<file path="src/rtl/anc_frame_scheduler_pkg.sv">
`default_nettype none
// ============================================================================
//  Module   : anc_frame_scheduler_pkg
//  Purpose  : Shared defaults and FSM state encoding for the ANC frame
//             scheduler and its helpers.
//  Revision : 1.0 - initial release
// ============================================================================
package anc_frame_scheduler_pkg;

   localparam int DEF_NUM_TAPS    = 32;
   localparam int DEF_FILT_CYC    = 35;
   localparam int DEF_DIV_TIMEOUT = 64;
   localparam int DEF_CNT_W       = 16;

   // Frame sequencer states
   localparam logic [2:0] c_st_idle = 3'd0;
   localparam logic [2:0] c_st_filt = 3'd1;
   localparam logic [2:0] c_st_err  = 3'd2;
   localparam logic [2:0] c_st_div  = 3'd3;
   localparam logic [2:0] c_st_upd  = 3'd4;
   localparam logic [2:0] c_st_done = 3'd5;

   // Largest of three lengths; sizes the shared per-state cycle counter
   function automatic int max3(input int a, input int b, input int c);
      int m;
      m = (a > b) ? a : b;
      return (m > c) ? m : c;
   endfunction

endpackage
`default_nettype wire

</file>
<file path="src/rtl/anc_frame_scheduler_if.sv">
`default_nettype none
// ============================================================================
//  Module   : anc_frame_scheduler_if
//  Purpose  : Sample strobe, divider handshake, filter/weight controls and
//             status of the ANC frame scheduler.
//  Revision : 1.0 - initial release
// ============================================================================
interface anc_frame_scheduler_if
   import anc_frame_scheduler_pkg::*;
#(
   parameter int CNT_W = DEF_CNT_W,
   parameter int IDX_W = $clog2(DEF_NUM_TAPS)
);
   logic             enable;
   logic             sample_valid;
   logic             div_done;
   logic             filt_run;
   logic             e_capture;
   logic             div_start;
   logic             div_state;
   logic             wt_we;
   logic [IDX_W-1:0] wt_idx;
   logic             busy;
   logic             frame_done;
   logic             div_err;
   logic [CNT_W-1:0] frame_cnt;
   logic [CNT_W-1:0] overrun_cnt;

   // Scheduler side
   modport master (
      input  enable, sample_valid, div_done,
      output filt_run, e_capture, div_start, div_state, wt_we, wt_idx,
             busy, frame_done, div_err, frame_cnt, overrun_cnt
   );

   // Surrounding system side
   modport slave (
      output enable, sample_valid, div_done,
      input  filt_run, e_capture, div_start, div_state, wt_we, wt_idx,
             busy, frame_done, div_err, frame_cnt, overrun_cnt
   );
endinterface
`default_nettype wire

</file>
<file path="src/rtl/anc_sat_counter.sv">
`default_nettype none
// ============================================================================
//  Module   : anc_sat_counter
//  Purpose  : Event counter that either wraps or sticks at all-ones.
//  Revision : 1.0 - initial release
// ============================================================================
module anc_sat_counter
   import anc_frame_scheduler_pkg::*;
#(
   parameter int CNT_W    = DEF_CNT_W,
   parameter bit SATURATE = 1'b0
)(
   input  logic             clk,
   input  logic             rstn,
   input  logic             inc,
   output logic [CNT_W-1:0] count
);
   localparam logic [CNT_W-1:0] c_one = CNT_W'(1);

   logic [CNT_W-1:0] r_count;
   logic [CNT_W-1:0] w_next;

   generate
      if (SATURATE) begin : g_sat
         // Hold at all-ones once reached
         always_comb w_next = (&r_count) ? r_count : (r_count + c_one);
      end else begin : g_wrap
         // Plain modulo count
         always_comb w_next = r_count + c_one;
      end
   endgenerate

   // Count register
   always_ff @(posedge clk or negedge rstn) begin
      if (!rstn)
         r_count <= '0;
      else if (inc)
         r_count <= w_next;
   end

   assign count = r_count;
endmodule
`default_nettype wire

</file>
<file path="src/rtl/anc_frame_scheduler.sv">
`default_nettype none
// ============================================================================
//  Module   : anc_frame_scheduler
//  Purpose  : Per-sample frame sequencer: filter MAC window, error capture,
//             normalisation divide, weight write-back sweep. Buffers one
//             early sample and counts overrun drops.
//  Revision : 1.0 - initial release
// ============================================================================
module anc_frame_scheduler
   import anc_frame_scheduler_pkg::*;
#(
   parameter int NUM_TAPS    = DEF_NUM_TAPS,
   parameter int FILT_CYC    = DEF_FILT_CYC,
   parameter int DIV_TIMEOUT = DEF_DIV_TIMEOUT,
   parameter int CNT_W       = DEF_CNT_W
)(
   input  logic                  clk,
   input  logic                  rstn,
   anc_frame_scheduler_if.master bus
);
   localparam int c_idx_w = $clog2(NUM_TAPS);
   localparam int c_cyc_w = $clog2(max3(NUM_TAPS, FILT_CYC, DIV_TIMEOUT) + 1);

   localparam logic [c_cyc_w-1:0] c_filt_last = c_cyc_w'(FILT_CYC - 1);
   localparam logic [c_cyc_w-1:0] c_div_last  = c_cyc_w'(DIV_TIMEOUT - 1);
   localparam logic [c_cyc_w-1:0] c_upd_last  = c_cyc_w'(NUM_TAPS - 1);
   localparam logic [c_cyc_w-1:0] c_cyc_one   = c_cyc_w'(1);

   logic [2:0]         r_state;
   logic [2:0]         w_next;
   logic [c_cyc_w-1:0] r_cyc;
   logic               r_pending;
   logic               r_div_err;
   logic               w_launch_ok;
   logic               w_start;
   logic               w_timeout;
   logic               w_drop;
   logic               w_frame_inc;
   logic [CNT_W-1:0]   w_frame_cnt;
   logic [CNT_W-1:0]   w_overrun_cnt;

   // A frame may start when enabled and either a fresh or a buffered sample exists
   assign w_launch_ok = bus.enable && (bus.sample_valid || r_pending);
   assign w_start     = ((r_state == c_st_idle) || (r_state == c_st_done)) && w_launch_ok;
   assign w_timeout   = (r_state == c_st_div) && !bus.div_done && (r_cyc == c_div_last);
   // A sample not consumed by a start overflows only if one is already buffered
   assign w_drop      = bus.sample_valid && !w_start && r_pending;
   assign w_frame_inc = (r_state == c_st_done);

   // Next-state decode
   always_comb begin
      w_next = r_state;
      case (r_state)
         c_st_idle: if (w_launch_ok) w_next = c_st_filt;
         c_st_filt: if (r_cyc == c_filt_last) w_next = c_st_err;
         c_st_err:  w_next = c_st_div;
         c_st_div: begin
            if (bus.div_done)              w_next = c_st_upd;
            else if (r_cyc == c_div_last)  w_next = c_st_done;
         end
         c_st_upd:  if (r_cyc == c_upd_last) w_next = c_st_done;
         c_st_done: w_next = w_launch_ok ? c_st_filt : c_st_idle;
         default:   w_next = c_st_idle;
      endcase
   end

   // State register and per-state cycle counter (restarts on every state entry)
   always_ff @(posedge clk or negedge rstn) begin
      if (!rstn) begin
         r_state <= c_st_idle;
         r_cyc   <= '0;
      end else begin
         r_state <= w_next;
         if ((w_next != r_state) || (r_state == c_st_idle))
            r_cyc <= '0;
         else
            r_cyc <= r_cyc + c_cyc_one;
      end
   end

   // Pending sample buffer; a sample coinciding with a start from pending replaces it
   always_ff @(posedge clk or negedge rstn) begin
      if (!rstn)
         r_pending <= 1'b0;
      else if (w_start)
         r_pending <= r_pending && bus.sample_valid;
      else if (bus.sample_valid)
         r_pending <= 1'b1;
   end

   // Sticky divider timeout flag
   always_ff @(posedge clk or negedge rstn) begin
      if (!rstn)
         r_div_err <= 1'b0;
      else if (w_timeout)
         r_div_err <= 1'b1;
   end

   anc_sat_counter #(.CNT_W(CNT_W), .SATURATE(1'b0)) u_frame_cnt (
      .clk   (clk),
      .rstn  (rstn),
      .inc   (w_frame_inc),
      .count (w_frame_cnt)
   );

   anc_sat_counter #(.CNT_W(CNT_W), .SATURATE(1'b1)) u_overrun_cnt (
      .clk   (clk),
      .rstn  (rstn),
      .inc   (w_drop),
      .count (w_overrun_cnt)
   );

   assign bus.filt_run    = (r_state == c_st_filt);
   assign bus.e_capture   = (r_state == c_st_err);
   assign bus.div_state   = (r_state == c_st_div);
   assign bus.div_start   = (r_state == c_st_div) && (r_cyc == '0);
   assign bus.wt_we       = (r_state == c_st_upd);
   assign bus.wt_idx      = (r_state == c_st_upd) ? r_cyc[c_idx_w-1:0] : '0;
   assign bus.busy        = (r_state != c_st_idle);
   assign bus.frame_done  = (r_state == c_st_done);
   assign bus.div_err     = r_div_err;
   assign bus.frame_cnt   = w_frame_cnt;
   assign bus.overrun_cnt = w_overrun_cnt;
endmodule
`default_nettype wire

</file>
<file path="src/flat_wrapper.sv">
// flat-port wrapper written by rule: the top's interface ports become plain ports
module anc_frame_scheduler_flat import anc_frame_scheduler_pkg::*;
#(
   parameter int NUM_TAPS    = DEF_NUM_TAPS,
   parameter int FILT_CYC    = DEF_FILT_CYC,
   parameter int DIV_TIMEOUT = DEF_DIV_TIMEOUT,
   parameter int CNT_W       = DEF_CNT_W
)
  (clk, rstn, bus_enable, bus_sample_valid, bus_div_done, bus_filt_run, bus_e_capture, bus_div_start, bus_div_state, bus_wt_we, bus_wt_idx, bus_busy, bus_frame_done, bus_div_err, bus_frame_cnt, bus_overrun_cnt);
  anc_frame_scheduler_if #(.CNT_W(CNT_W), .IDX_W(5)) bus_i ();
  input  logic clk;
  input  logic rstn;
  input wire logic [$bits(bus_i.enable)-1:0] bus_enable;
  input wire logic [$bits(bus_i.sample_valid)-1:0] bus_sample_valid;
  input wire logic [$bits(bus_i.div_done)-1:0] bus_div_done;
  output wire logic [$bits(bus_i.filt_run)-1:0] bus_filt_run;
  output wire logic [$bits(bus_i.e_capture)-1:0] bus_e_capture;
  output wire logic [$bits(bus_i.div_start)-1:0] bus_div_start;
  output wire logic [$bits(bus_i.div_state)-1:0] bus_div_state;
  output wire logic [$bits(bus_i.wt_we)-1:0] bus_wt_we;
  output wire logic [$bits(bus_i.wt_idx)-1:0] bus_wt_idx;
  output wire logic [$bits(bus_i.busy)-1:0] bus_busy;
  output wire logic [$bits(bus_i.frame_done)-1:0] bus_frame_done;
  output wire logic [$bits(bus_i.div_err)-1:0] bus_div_err;
  output wire logic [$bits(bus_i.frame_cnt)-1:0] bus_frame_cnt;
  output wire logic [$bits(bus_i.overrun_cnt)-1:0] bus_overrun_cnt;
  assign bus_i.enable = bus_enable;
  assign bus_i.sample_valid = bus_sample_valid;
  assign bus_i.div_done = bus_div_done;
  assign bus_filt_run = bus_i.filt_run;
  assign bus_e_capture = bus_i.e_capture;
  assign bus_div_start = bus_i.div_start;
  assign bus_div_state = bus_i.div_state;
  assign bus_wt_we = bus_i.wt_we;
  assign bus_wt_idx = bus_i.wt_idx;
  assign bus_busy = bus_i.busy;
  assign bus_frame_done = bus_i.frame_done;
  assign bus_div_err = bus_i.div_err;
  assign bus_frame_cnt = bus_i.frame_cnt;
  assign bus_overrun_cnt = bus_i.overrun_cnt;
  anc_frame_scheduler #(.NUM_TAPS(NUM_TAPS), .FILT_CYC(FILT_CYC), .DIV_TIMEOUT(DIV_TIMEOUT), .CNT_W(CNT_W)) u_core (.clk(clk), .rstn(rstn), .bus(bus_i));
endmodule
</file>
<file path="config.mk">
export PLATFORM = sky130hd
export DESIGN_NAME = anc_frame_scheduler_flat
export DESIGN_NICKNAME = d
export VERILOG_FILES = /design/src/rtl/anc_frame_scheduler_pkg.sv /design/src/rtl/anc_frame_scheduler_if.sv /design/src/rtl/anc_sat_counter.sv /design/src/rtl/anc_frame_scheduler.sv /design/src/flat_wrapper.sv
export SDC_FILE = /design/constraint.sdc
export NUM_CORES = 1
export LEC_CHECK = 0
export CORE_AREA = 5 5 82 84
export DETAILED_ROUTE_END_ITERATION = 10
export DIE_AREA = 0 0 87 89
export GPL_TIMING_DRIVEN = 0
export MAX_ROUTING_LAYER = met4
export PLACE_DENSITY = 0.71
export SLEW_MARGIN = 0
export SYNTH_ARGS = -nofsm -noshare
export SYNTH_HDL_FRONTEND = slang
export SYNTH_HIERARCHICAL = 1
export SYNTH_SLANG_ARGS = --single-unit
</file>
<file path="constraint.sdc">
create_clock -name clk -period 2.66 [get_ports clk]
set_input_delay 0.399 -clock clk [delete_from_list [all_inputs] [get_ports clk]]
set_output_delay 0.399 -clock clk [all_outputs]
set_load 0.02 [all_outputs]
</file>
* Word level (Yosys, flattened, before mapping)
Index checks and enable logic that the tools add are counted.
** Storage, ports and cells
- Input port bits :: 5
- Output and inout bits :: 45
- Register bits after elaboration :: 44
- Word-level logic and storage cells :: 49
** Cells by class
- Bitwise logic cells :: 1
- $add $sub $neg :: 3
- Muxes and demuxes :: 11
- Reduce and logical (&&, ||, !) cells :: 19
- Equality and inequality tests :: 9
** Operators by type and width (count)
- $add A16 B1 Y16 const B :: 2
- $pmux W3 S6 :: 1
- $reduce_and A16 Y1 :: 1
- $mux W3 :: 5
- $eq A7 B6 Y1 const B :: 2
- $logic_and A1 B1 Y1 :: 8
- $add A7 B1 Y7 const B :: 1
- $eq A7 B5 Y1 const B :: 1
- $logic_not A7 Y1 :: 1
- $mux W7 :: 1
- $eq A3 B2 Y1 const B :: 2
- $eq A3 B3 Y1 const B :: 2
- $mux W5 :: 1
- $eq A3 B1 Y1 const B :: 1
- $logic_not A3 Y1 :: 1
- $logic_or A1 B1 Y1 :: 3
- $mux W1 :: 3
- $ne A3 B3 Y1 :: 1
- $reduce_bool A3 Y1 :: 1
- $logic_not A1 Y1 :: 2
- $reduce_and A2 Y1 :: 1
- $reduce_bool A2 Y1 :: 1
- $not A1 Y1 :: 1

* Depth between registers and ports, before layout
- Word-level depth :: 7
- Gate-level depth with buffers :: 8
- Mapped depth without buffers :: 8

* By module
Netlist, hierarchy kept.
** By module, submodules not included
- anc_sat_counter at u_core.u_overrun_cnt :: sequential area each 400.4 µm², times used 1, cells an instance 75, area an instance 840.8 µm²
- anc_frame_scheduler :: sequential area each 300.3 µm², times used 1, cells an instance 91, area an instance 837.1 µm²
- anc_sat_counter at u_core.u_frame_cnt :: sequential area each 400.4 µm², times used 1, cells an instance 56, area an instance 695.7 µm²

* Worst setup path after synthesis
OpenSTA, ideal clock, no wires.
- Kind :: reg2reg
- Start point :: register u_core.r_state[2]
- End point :: register u_core.u_frame_cnt.r_count[12], in the netlist u_core/u_frame_cnt/count[12]
- Setup time :: 0.080 ns
- Path slack :: 0.493 ns
- Arrival time :: 2.087 ns
- Path buffers :: 1
- Data required time :: 2.580 ns
- Cell stages (with the launch flop) :: 8
- Clock period less this slack :: 2.167 ns
- Path through :: dfrtp_1 clkbuf_1 inv_1 nor2_1 nand4_4 nor3_2 and4_1 xor2_1
** On the way
- Cells in the longest elaborated chain, start to end :: 1
** RTL lines
- from (decl) :: line anc_frame_scheduler.sv:29 : logic [2:0] r_state;
- from (signal assigned) :: line anc_frame_scheduler.sv:70 : r_state <= c_st_idle;
- from (signal assigned) :: line anc_frame_scheduler.sv:73 : r_state <= w_next;
- $eq A3 B3 Y1
- via bus_frame_done :: line flat_wrapper.sv:23 : output wire logic [$bits(bus_i.frame_done)-1:0] bus_frame_done;
- to (signal assigned) :: line anc_sat_counter.sv:38 : r_count <= w_next;
- to (decl) :: line anc_sat_counter.sv:20 : logic [CNT_W-1:0] r_count;
The timed path passes the listed nets, and every way through them passes these cells.
A chain may end at the register's enable or synchronous reset.

* Worst setup path after layout
- Start point :: register u_core.r_state[1]
- End point :: output port bus_wt_we
** On the way
- Cells in the longest elaborated chain, start to end :: 1
** RTL lines
- $eq A3 B3 Y1 :: line anc_frame_scheduler.sv:117 : assign bus.wt_we = (r_state == c_st_upd);
- to (decl) :: line flat_wrapper.sv:20 : output wire logic [$bits(bus_i.wt_we)-1:0] bus_wt_we;
No other way between the ends.

==> impl_metrics.py <==
metrics = {
    "floorplanning": {
        "boundaryPins": 50,
        "die_area_um2": 7740,
        "floorplan.rows": 28,
        "die_h_um": 89,
        "width_of_the_chip_um": 87,
        "floorplan.initialDensity_pct": 40.6,
        "core_area_um2": 5850,
    },
    "power": {
        "power.density_nw_per_um2": 709,
        "power_leakage_nw": 1.35,
        "vdd_drop_max_mv": 0.483,
    },
    "timing": {
        "worst_slew_pin_slew_ps": 523,
        "timing.clock.skew_ps": 7.05,
        "fin_worst_hold_slack_ps": 38.8,
        "period_share_pct": 92.2,
        "timing.final.crit_period_ps": 2450,
        "setup_repair_after_global_routing_missed_its_margin": "false",
        "final_worst_slack_ps": 209,
        "tns_ps": 0,
        "final_hold_viol_count": 0,
        "report.final.setup_viol": 0,
        "final-max-slew-violation-count": 0,
        "slew_headroom_pct": 65.1,
        "fmax_ghz": 0.408,
    },
    "synth": {
        "synth_seq_cells": 44,
        "yosysMostFrequentCell": "dfrtp_1",
        "synth.top_cells.by_area": "dfrtp_1 46%, xor2_1 6.6%, xnor2_1 4.8%",
        "postSynthCellCount": 222,
        "synth-warning-count": 6,
        "syn-num-nets": 232,
        "post-synth-top-area-cell": "dfrtp_1",
        "async_reset_ff_share_pct": 100,
        "yosysUniqueCellTypes": 48,
        "count_of_flip_flops_with_a_built_in_enable_after_synthesis": 0,
        "postSynthAreaPerCell_um2": 10.7,
        "netlist_area_um2": 2370,
        "yosys.area.top_type_share_pct": 46.4,
        "synthTopCellsByCount": "44 x dfrtp_1, 22 x nor2_1, 18 x xor2_1, 16 x nand2_1, 14 x nand3_1",
        "synth-main-ff-cell": "dfrtp_1",
        "yosysSeqAreaShare_pct": 46.4,
    },
    "grt": {
        "number_of_global_route_vias_before_repair": 1743,
        "grtUsageTotal_pct": 13.8,
        "globalRoute.totalOverflow": 0,
        "global_route_wire_length_before_repair_mm": 8.29,
        "grt_antenna_before_repair": 0,
        "grt_start_max_net_pins": 28,
    },
    "cells_and_area": {
        "antenna_cells": 0,
        "area_delta_synth_final_pct": 29.3,
        "post-route-cell-area_um2": 3070,
        "layout-drive-gt1-share_pct": 14.3,
        "design.final.nets": 288,
        "fillers": 542,
    },
    "routing": {
        "post_drt_via_cell_ratio": 5.05,
        "final_antenna_net_count": 0,
        "num_vias": 1789,
        "drt-initial-drc-count": 58,
        "firstDrtPassIters": 4,
        "post-route-drc-count": 0,
        "wl_per_cell_um": 13.4,
        "routed_wl_mm": 4.74,
    },
    "worst_setup_path": {
        "setup_slack_of_the_most_critical_reg_to_reg_path_ps": 420,
        "crit_path_max_fanout": 7,
        "worst_r2r_path_depth": 8,
        "worst_setup_path_start_kind": "flop",
        "critPathRequiredTime_ps": 2260,
        "criticalPathCategory": "flop to primary output",
        "r2r_end": "u_core/u_overrun_cnt/count[11]$_DFFE_PN0P_",
        "worstReg2RegStart": "u_core/r_pending$_DFFE_PN0P_",
        "endpoint_kind": "primary output",
        "cp.arrival_ps": 2050,
    },
    "clock_tree": {
        "tritoncts": "built",
        "postCtsHoldBufs": 0,
        "cts.htree.levels": 2,
        "number_of_cells_upsized_or_downsized_after_cts": 1,
        "worst_skew_pair_latency_ps": 290,
        "clock_tree.buffer_depth": 2,
        "clk_pin_slew_worst_paths_ps": 80,
        "cts_sinks": 44,
        "cts_root_buffer": "clkbuf_8",
        "cts_inserted_buffers": 5,
        "postCtsSetupBuffers": 0,
    },
    "placement": {
        "dpl_cell_area_um2": 2970,
        "placement.io_buffers": 49,
        "place_hpwl_mm": 3.57,
        "dp_slack_ps": -64.1,
        "gp_congestion": 0.779,
    },
    "job": {
        "cap_violations": 0,
    },
    "hold_path": {
        "min-delay-path-class": "input port to async pin",
    },
    "run_status": {
        "status": "finished clean",
    },
}
[final cells by class]
| type | instances | area (um^2) | area share (%) |
|---|---|---|---|
| inverter | 7 | 26.3 | 0.856 |
| buffer | 3 | 21.3 | 0.693 |
| multi-input combinational | 167 | 1230 | 40.0 |
| clock buffer | 7 | 86.3 | 2.81 |
| clock inverter | 1 | 7.51 | 0.245 |
| sequential | 44 | 1100 | 35.9 |
| timing repair buffer | 50 | 505 | 16.5 |
| tap | 75 | 93.8 | 3.06 |
[per-layer routing]
metal  part of all wire, %  global-route usage, %  routed length, um  up-vias
li1                      -                      -                  -      899
met1                    46                   18.1               2170      844
met2                    48                   21.5               2280       40
met3                   5.0                   3.04                235        6
met4                   1.2                   4.25                 57        0
met5                     0                      -                  0        -
[state kept, by name, summed over array words and instances (netlist names)]
register,flops
u_core/r_cyc,7
u_core/r_pending,1
u_core/u_overrun_cnt/count,16
u_core/u_frame_cnt/count,16
u_core/bus.div_err,1
u_core/r_state,3
[where the power goes]
group	internal, mW	switching, mW	total (mW)
Combinational	0.367	0.407	0.774
Clock	0.211	0.223	0.434
Sequential	0.790	0.176	0.966
Total	1.37	0.806	2.17
[kinds of logic (layout without fill, tap and decap cells)]
| logic type | Yosys count | count (layout) | share of synthesized area [%] |
|---|---|---|---|
| AND/OR/NAND/NOR | 102 | 102 | 26.5 |
| flip-flops | 44 | 44 | 46.4 |
| XOR/XNOR | 31 | 31 | 11.4 |
| AO/OA/AOI/OAI | 24 | 24 | 8.49 |
| buffers and inverters | 11 | 68 | 2.16 |
| adder cells (fa/ha/maj) | 5 | 5 | 2.64 |
| multiplexers | 5 | 5 | 2.37 |
[worst max-delay path by stage]
stage                                      from                                    endpoint  slack [ps]  cells past startpoint
floorplan           u_core/r_state[2]$_DFF_PN0_    u_core/u_frame_cnt/count[12]$_DFFE_PN0P_         490                      7
global placement                           rstn              u_core/bus.div_err$_DFFE_PN0P_         -50                      1
detailed placement             bus_sample_valid  u_core/u_overrun_cnt/count[11]$_DFFE_PN0P_         -60                      9
CTS                 u_core/r_state[2]$_DFF_PN0_                              bus_frame_done          80                      4
global route        u_core/r_state[1]$_DFF_PN0_                               bus_wt_idx[0]          20                      4
finish              u_core/r_state[1]$_DFF_PN0_                                   bus_wt_we         210                      4
[metrics by stage]
step	power [mW]	cells	util, %
6_report	2.17	354	52.4
5_1_grt	2.35	354	52.4
4_1_cts	2.21	355	52.5
3_5_place_dp	1.76	347	50.8
3_3_place_gp	1.74	346	50.6
2_1_floorplan	1.46	222	-
[cells in the final DEF (no fill, tap or decap), drive strengths merged, types with 4 or more instances in the layout]
| cell | Yosys | layout |
|---|---|---|
| dfrtp | 44 | 44 |
| and4 | 4 | 4 |
| inv | 7 | 7 |
| ha | 5 | 5 |
| nand4 | 11 | 11 |
| clkdlybuf4s50 | 0 | 48 |
| nor3 | 9 | 9 |
| xor2 | 18 | 18 |
| nand2 | 17 | 17 |
| clkbuf | 1 | 7 |
| nand3 | 15 | 15 |
| buf | 3 | 5 |
| mux2 | 5 | 5 |
| xnor2 | 13 | 13 |
| nor2 | 22 | 22 |
| o21ai | 4 | 4 |
| and3 | 6 | 6 |
| nor4 | 4 | 4 |
| a21oi | 7 | 7 |
[worst max-delay path: stages, from the launching register on]
cell,delay [ps]
dfrtp_1,440
nor2_1,330
nand2_1,230
inv_1,140
clkdlybuf4s50_1,610
(Power assumes the default switching activity.)
==> patch 1: new RTL, config.mk and constraints unchanged <==
Make the reset (`rstn`) synchronous in 4 clocked blocks.
--- a/src/rtl/anc_sat_counter.sv
+++ b/src/rtl/anc_sat_counter.sv
@@ -32,5 +32,5 @@
 
    // Count register
-   always_ff @(posedge clk or negedge rstn) begin
+   always_ff @(posedge clk) begin
       if (!rstn)
          r_count <= '0;
--- a/src/rtl/anc_frame_scheduler.sv
+++ b/src/rtl/anc_frame_scheduler.sv
@@ -66,5 +66,5 @@
 
    // State register and per-state cycle counter (restarts on every state entry)
-   always_ff @(posedge clk or negedge rstn) begin
+   always_ff @(posedge clk) begin
       if (!rstn) begin
          r_state <= c_st_idle;
@@ -80,5 +80,5 @@
 
    // Pending sample buffer; a sample coinciding with a start from pending replaces it
-   always_ff @(posedge clk or negedge rstn) begin
+   always_ff @(posedge clk) begin
       if (!rstn)
          r_pending <= 1'b0;
@@ -90,5 +90,5 @@
 
    // Sticky divider timeout flag
-   always_ff @(posedge clk or negedge rstn) begin
+   always_ff @(posedge clk) begin
       if (!rstn)
          r_div_err <= 1'b0;
Behaviour: differs if rstn is asserted again (counterexample within 4 cycles, from zero or initial values and one cycle with rstn low); with rstn held inactive, the same outputs for 10 cycles.
==> patch 1 against the unedited design <==
Sequential share of layout area is 7.0 points lower. Utilization is 0.24 points lower. Final area is 0.45% lower. Area after synthesis is 0.53% lower. Maximum frequency is 1.2% higher. Non-clock buffer count is 4 higher. Critical path type unchanged. Worst setup slack better by 29 ps. Die area stayed put. Routed wire length is 7.7% higher. Sequential cell count stayed put.
Power is not compared: it rests on default switching activity, and its combinational part moved more than twofold at a synthesized area within 25%.
==> patch 1: results (changes against the unedited design) <==
* Crit path DAT at 2020 ps (-30 ps)
* Area after DPL at 2950 µm² (-0.93%)
* All-layer global routing usage at 14.4% (+0.53 points)
* Fin worst setup slack at 238 ps (+29.3 ps)
* Post-synthesis xor/xnor area fraction at 7.84% (-3.6 points)
* Outcome: finished, final reports clean
* Net count, final at 332 (+15%)
* Most frequent cells after synthesis: dfxtp_1, nor2_1, nand2_1
* Largest net degree at the start of global routing at 18 (-36%)
* Ys async rst share at 0% (-100 points)
* Seq/Total Area, Yosys at 37.3% (-9.1 points)
* Fin Hold WS at 486 ps (+447 ps)
* Vias per std cell at 5.27 (+4.2%)
* Drt first-iter violations at 124 (+110%)
* Area contributors post-synth: dfxtp_1, nor2_1, xnor2_1
* Filler cells at 528 (-2.6%)
* Slew HR at 45.8% (-19 points)
* GPL Wtd Cong at 0.803 (+3.0%)
* Syn Nets at 276 (+19%)
* Post-DP HPWL at 3800 µm (+6.4%)
* Clk_skew at 5.12 ps (-1.93 ps)
* Multiplexer share of the synthesized area at 2.54% (+0.17 points)
* Reg clk slew, reported paths at 80 ps (about the same)
* Post-Synth Adder-Cell Area at 3.13% (+0.49 points)
* Drt wl/cell at 12.8 µm (-4.2%)
* Pre-CTS WS at -49.9 ps (+14.1 ps)
* Cells on worst reg2reg path at 9 (+1)
* Critical Path Fanout Max at 6 (-1)
## patch 1: cell count changes in the layout (fill, tap and decap cells not counted), sizes merged, moves of 6 or more
cell / before / now
dfrtp: 44 / 0
dfxtp: 0 / 44
xor2: 18 / 8
and2: 0 / 7
a21oi: 7 / 13
mux2i: 0 / 6
o31ai: 0 / 6
## patch 1: critical path, cell delays in order (launching register included)
cell,delay [ps]
dfxtp_1,370
nor3_1,480
nand3_1,140
nor2_1,120
clkdlybuf4s50_1,620
## patch 1: final timing paths
kind	startpoint	endpoint
worst max-delay path	u_core/r_cyc[2]	bus_div_start
worst min-delay path	u_core/u_frame_cnt/count[15]	u_core/u_frame_cnt/count[15]
worst max register to register	u_core/r_state[0]	u_core/u_overrun_cnt/count[15]
worst min register to register	u_core/u_frame_cnt/count[15]	u_core/u_frame_cnt/count[15]
## patch 1: kinds of logic after synthesis
family,after synthesis
flip-flops,44
XOR/XNOR,19
AO/OA/AOI/OAI,38
multiplexers,6
AND/OR/NAND/NOR,133
buffers and inverters,20
adder cells (fa/ha/maj),6
## patch 1: power groups by stage
| stage | Clock (mW) | Combinational [mW] | Sequential (mW) |
|---|---|---|---|
| 3_5_place_dp | 0 | 0.0845 | 0.684 |
| 2_1_floorplan | 0 | 0.0527 | 0.684 |
| 5_1_grt | 0.559 | 0.0925 | 0.669 |
| 4_1_cts | 0.530 | 0.0847 | 0.668 |
| 6_report | 0.509 | 0.0841 | 0.668 |
| 3_3_place_gp | 0 | 0.0835 | 0.684 |
## patch 1: per-stage QoR
step                      utilization, %  cells
after floorplan                        -    266
after global placement              50.3    390
after detailed placement            50.3    390
after CTS                           52.2    398
after global routing                52.2    398
final                               52.2    398
## patch 1: layout make-up
cell class | instances | area [µm²] | share of cell area (%)
plain buffers | 8 | 70.1 | 2.29
clock buffers | 6 | 72.6 | 2.38
clock inverters | 2 | 35.0 | 1.15
inverters | 12 | 45.0 | 1.47
multi-input cells | 202 | 1370 | 44.7
flip-flops and latches | 44 | 881 | 28.8
well taps | 75 | 93.8 | 3.07
repair buffers | 49 | 490 | 16.1
## patch 1: repair_timing
| item | 4_1_cts | 5_1_grt |
|---|---|---|
| resized for setup | 0 | 1 |
| hold buffers | 0 | 0 |
| endpoints found under the setup margin | 0 | 1 |
| hold endpoints to repair | 0 | 0 |
## patch 1: metal layers
layer,GRT usage [%],share of wire [%],vias up
met5,-,0,-
met4,4.25,1.3,0
met3,3.41,4.0,5
met2,22.6,47,41
met1,18.3,48,970
li1,-,-,1080
==> patch 2: new RTL, same settings <==
Without the edit above. `SATURATE` is set to 1'b0 in 2 places; all go to 1'b1.
--- a/src/rtl/anc_sat_counter.sv
+++ b/src/rtl/anc_sat_counter.sv
@@ -9,5 +9,5 @@
 #(
    parameter int CNT_W    = DEF_CNT_W,
-   parameter bit SATURATE = 1'b0
+   parameter bit SATURATE = 1'b1
 )(
    input  logic             clk,
--- a/src/rtl/anc_frame_scheduler.sv
+++ b/src/rtl/anc_frame_scheduler.sv
@@ -97,5 +97,5 @@
    end
 
-   anc_sat_counter #(.CNT_W(CNT_W), .SATURATE(1'b0)) u_frame_cnt (
+   anc_sat_counter #(.CNT_W(CNT_W), .SATURATE(1'b1)) u_frame_cnt (
       .clk   (clk),
       .rstn  (rstn),
Function: same outputs for any inputs over 10 cycles, from zero or initial values and one cycle with rstn low; that may be too few to reach the edited logic, so the function may still have changed.
==> patch 2 against the unedited design <==
Worst setup slack gained 35 ps. Routed wire length grew 8.4%. Clock skew shrank 2.3 ps. Sequential cell count is the same. Final area grew 4.4%. Area after synthesis grew 6.1%. Total power shrank 2.0%. Combinational power grew 0.9%. Largest power group unchanged.
==> patch 2: results (changes against the unedited design) <==
* Multiplexer share of the synthesized area at 3.58% (+1.2 points)
* Net count, final at 308 (+6.9%)
* Post-Synth Adder-Cell Area at 2.48% (-0.15 points)
* Global Route met3 Usage at 2.49% (-0.55 points)
* Drt first-iter violations at 71 (+22%)
* GPL Wtd Cong at 0.851 (+9.2%)
* Tmin final at 2420 ps (-35.3 ps)
* RR Startpoint: u_core/r_pending
* All-layer global routing usage at 15.1% (+1.3 points)
* Vias in the first global route at 1989 (+14%)
* Filler cells at 538 (-0.74%)
* Post-DP HPWL at 3880 µm (+8.7%)
* CTS resizes at 0 (-1)
* Seq/Total Area, Yosys at 43.7% (-2.7 points)
* Post-synthesis xor/xnor area fraction at 9.39% (-2.1 points)
* Ratio of cells with drive above 1 in the final layout at 16.4% (+2.1 points)
* Count of different cell masters after synthesis at 46 (-4.2%)
* Slew HR at 70.6% (+5.6 points)
* Outcome: finished, final reports clean
* M1 GR Usage at 20.0% (+1.9 points)
* Total Wirelength at 5140 µm (+8.4%)
* Mean post-synth cell area at 10.5 µm² (-2.3%)
* Synth Area in Compound Gates at 8.89% (+0.41 points)
* Most frequent cells after synthesis: dfrtp_1, nor2_1, xor2_1
* Met2 Use GR at 24.2% (+2.8 points)
* Clk_lat worst skew at 290 ps (about the same)
* Area contributors post-synth: dfrtp_1, xor2_1, nor2_1
* First-pass GRT wire length at 9170 µm (+11%)
* Drt wl/cell at 13.8 µm (+2.9%)
* DR vias at 1944 (+8.7%)
* Cells after DPL at 366 (+5.5%)
* VDD IR max at 554 µV (+15%)
* Crit path DAT at 2020 ps (-30 ps)
patch 2: routing by layer:
layer  vias up  routed length [µm]
li1        977                   -
met1       935                2450
met2        27                2480
met3         5                 160
met4         0                  42
met5         -                   0
patch 2: through the flow:
step	power (mW)	area [µm²]
floorplan	1.46	2520
global placement	1.74	3100
detailed placement	1.76	3120
CTS	2.16	3200
global route	2.31	3200
finish	2.13	3200
patch 2: area by class of cell:
class / instances / area [µm²] / share of cell area, %
Sequential cell: 44 / 1100 / 34.4
Buffer: 5 / 31.3 / 0.976
Tap cell: 75 / 93.8 / 2.93
Multi-Input combinational cell: 185 / 1370 / 42.6
Clock buffer: 6 / 72.6 / 2.26
Timing Repair Buffer: 50 / 508 / 15.9
Clock inverter: 1 / 5.00 / 0.156
Inverter: 7 / 26.3 / 0.820
patch 2: power breakdown:
part / internal (mW) / switching (mW) / total [mW]
clock network: 0.179 / 0.210 / 0.389
logic: 0.370 / 0.410 / 0.781
registers: 0.790 / 0.171 / 0.961
patch 2: critical path: stages, from the launching register on:
cell and delay [ps]:
dfrtp_1 440, nor2_1 350, nand2_1 200, inv_1 130
clkdlybuf4s50_1 620
patch 2: how the worst min path moves through the flow:
stage                  startpoint                     endpoint  slack (ps)  depth (start not counted)
2_1_floorplan                rstn           u_core/bus.div_err         100                          0
3_3_place_gp   u_core/bus.div_err           u_core/bus.div_err         450                          1
3_5_place_dp                 rstn  u_core/u_frame_cnt/count[7]         370                          1
4_1_cts                      rstn  u_core/u_frame_cnt/count[7]          50                          1
5_1_grt                      rstn  u_core/u_frame_cnt/count[7]          80                          1
6_report                     rstn  u_core/u_frame_cnt/count[7]          50                          1
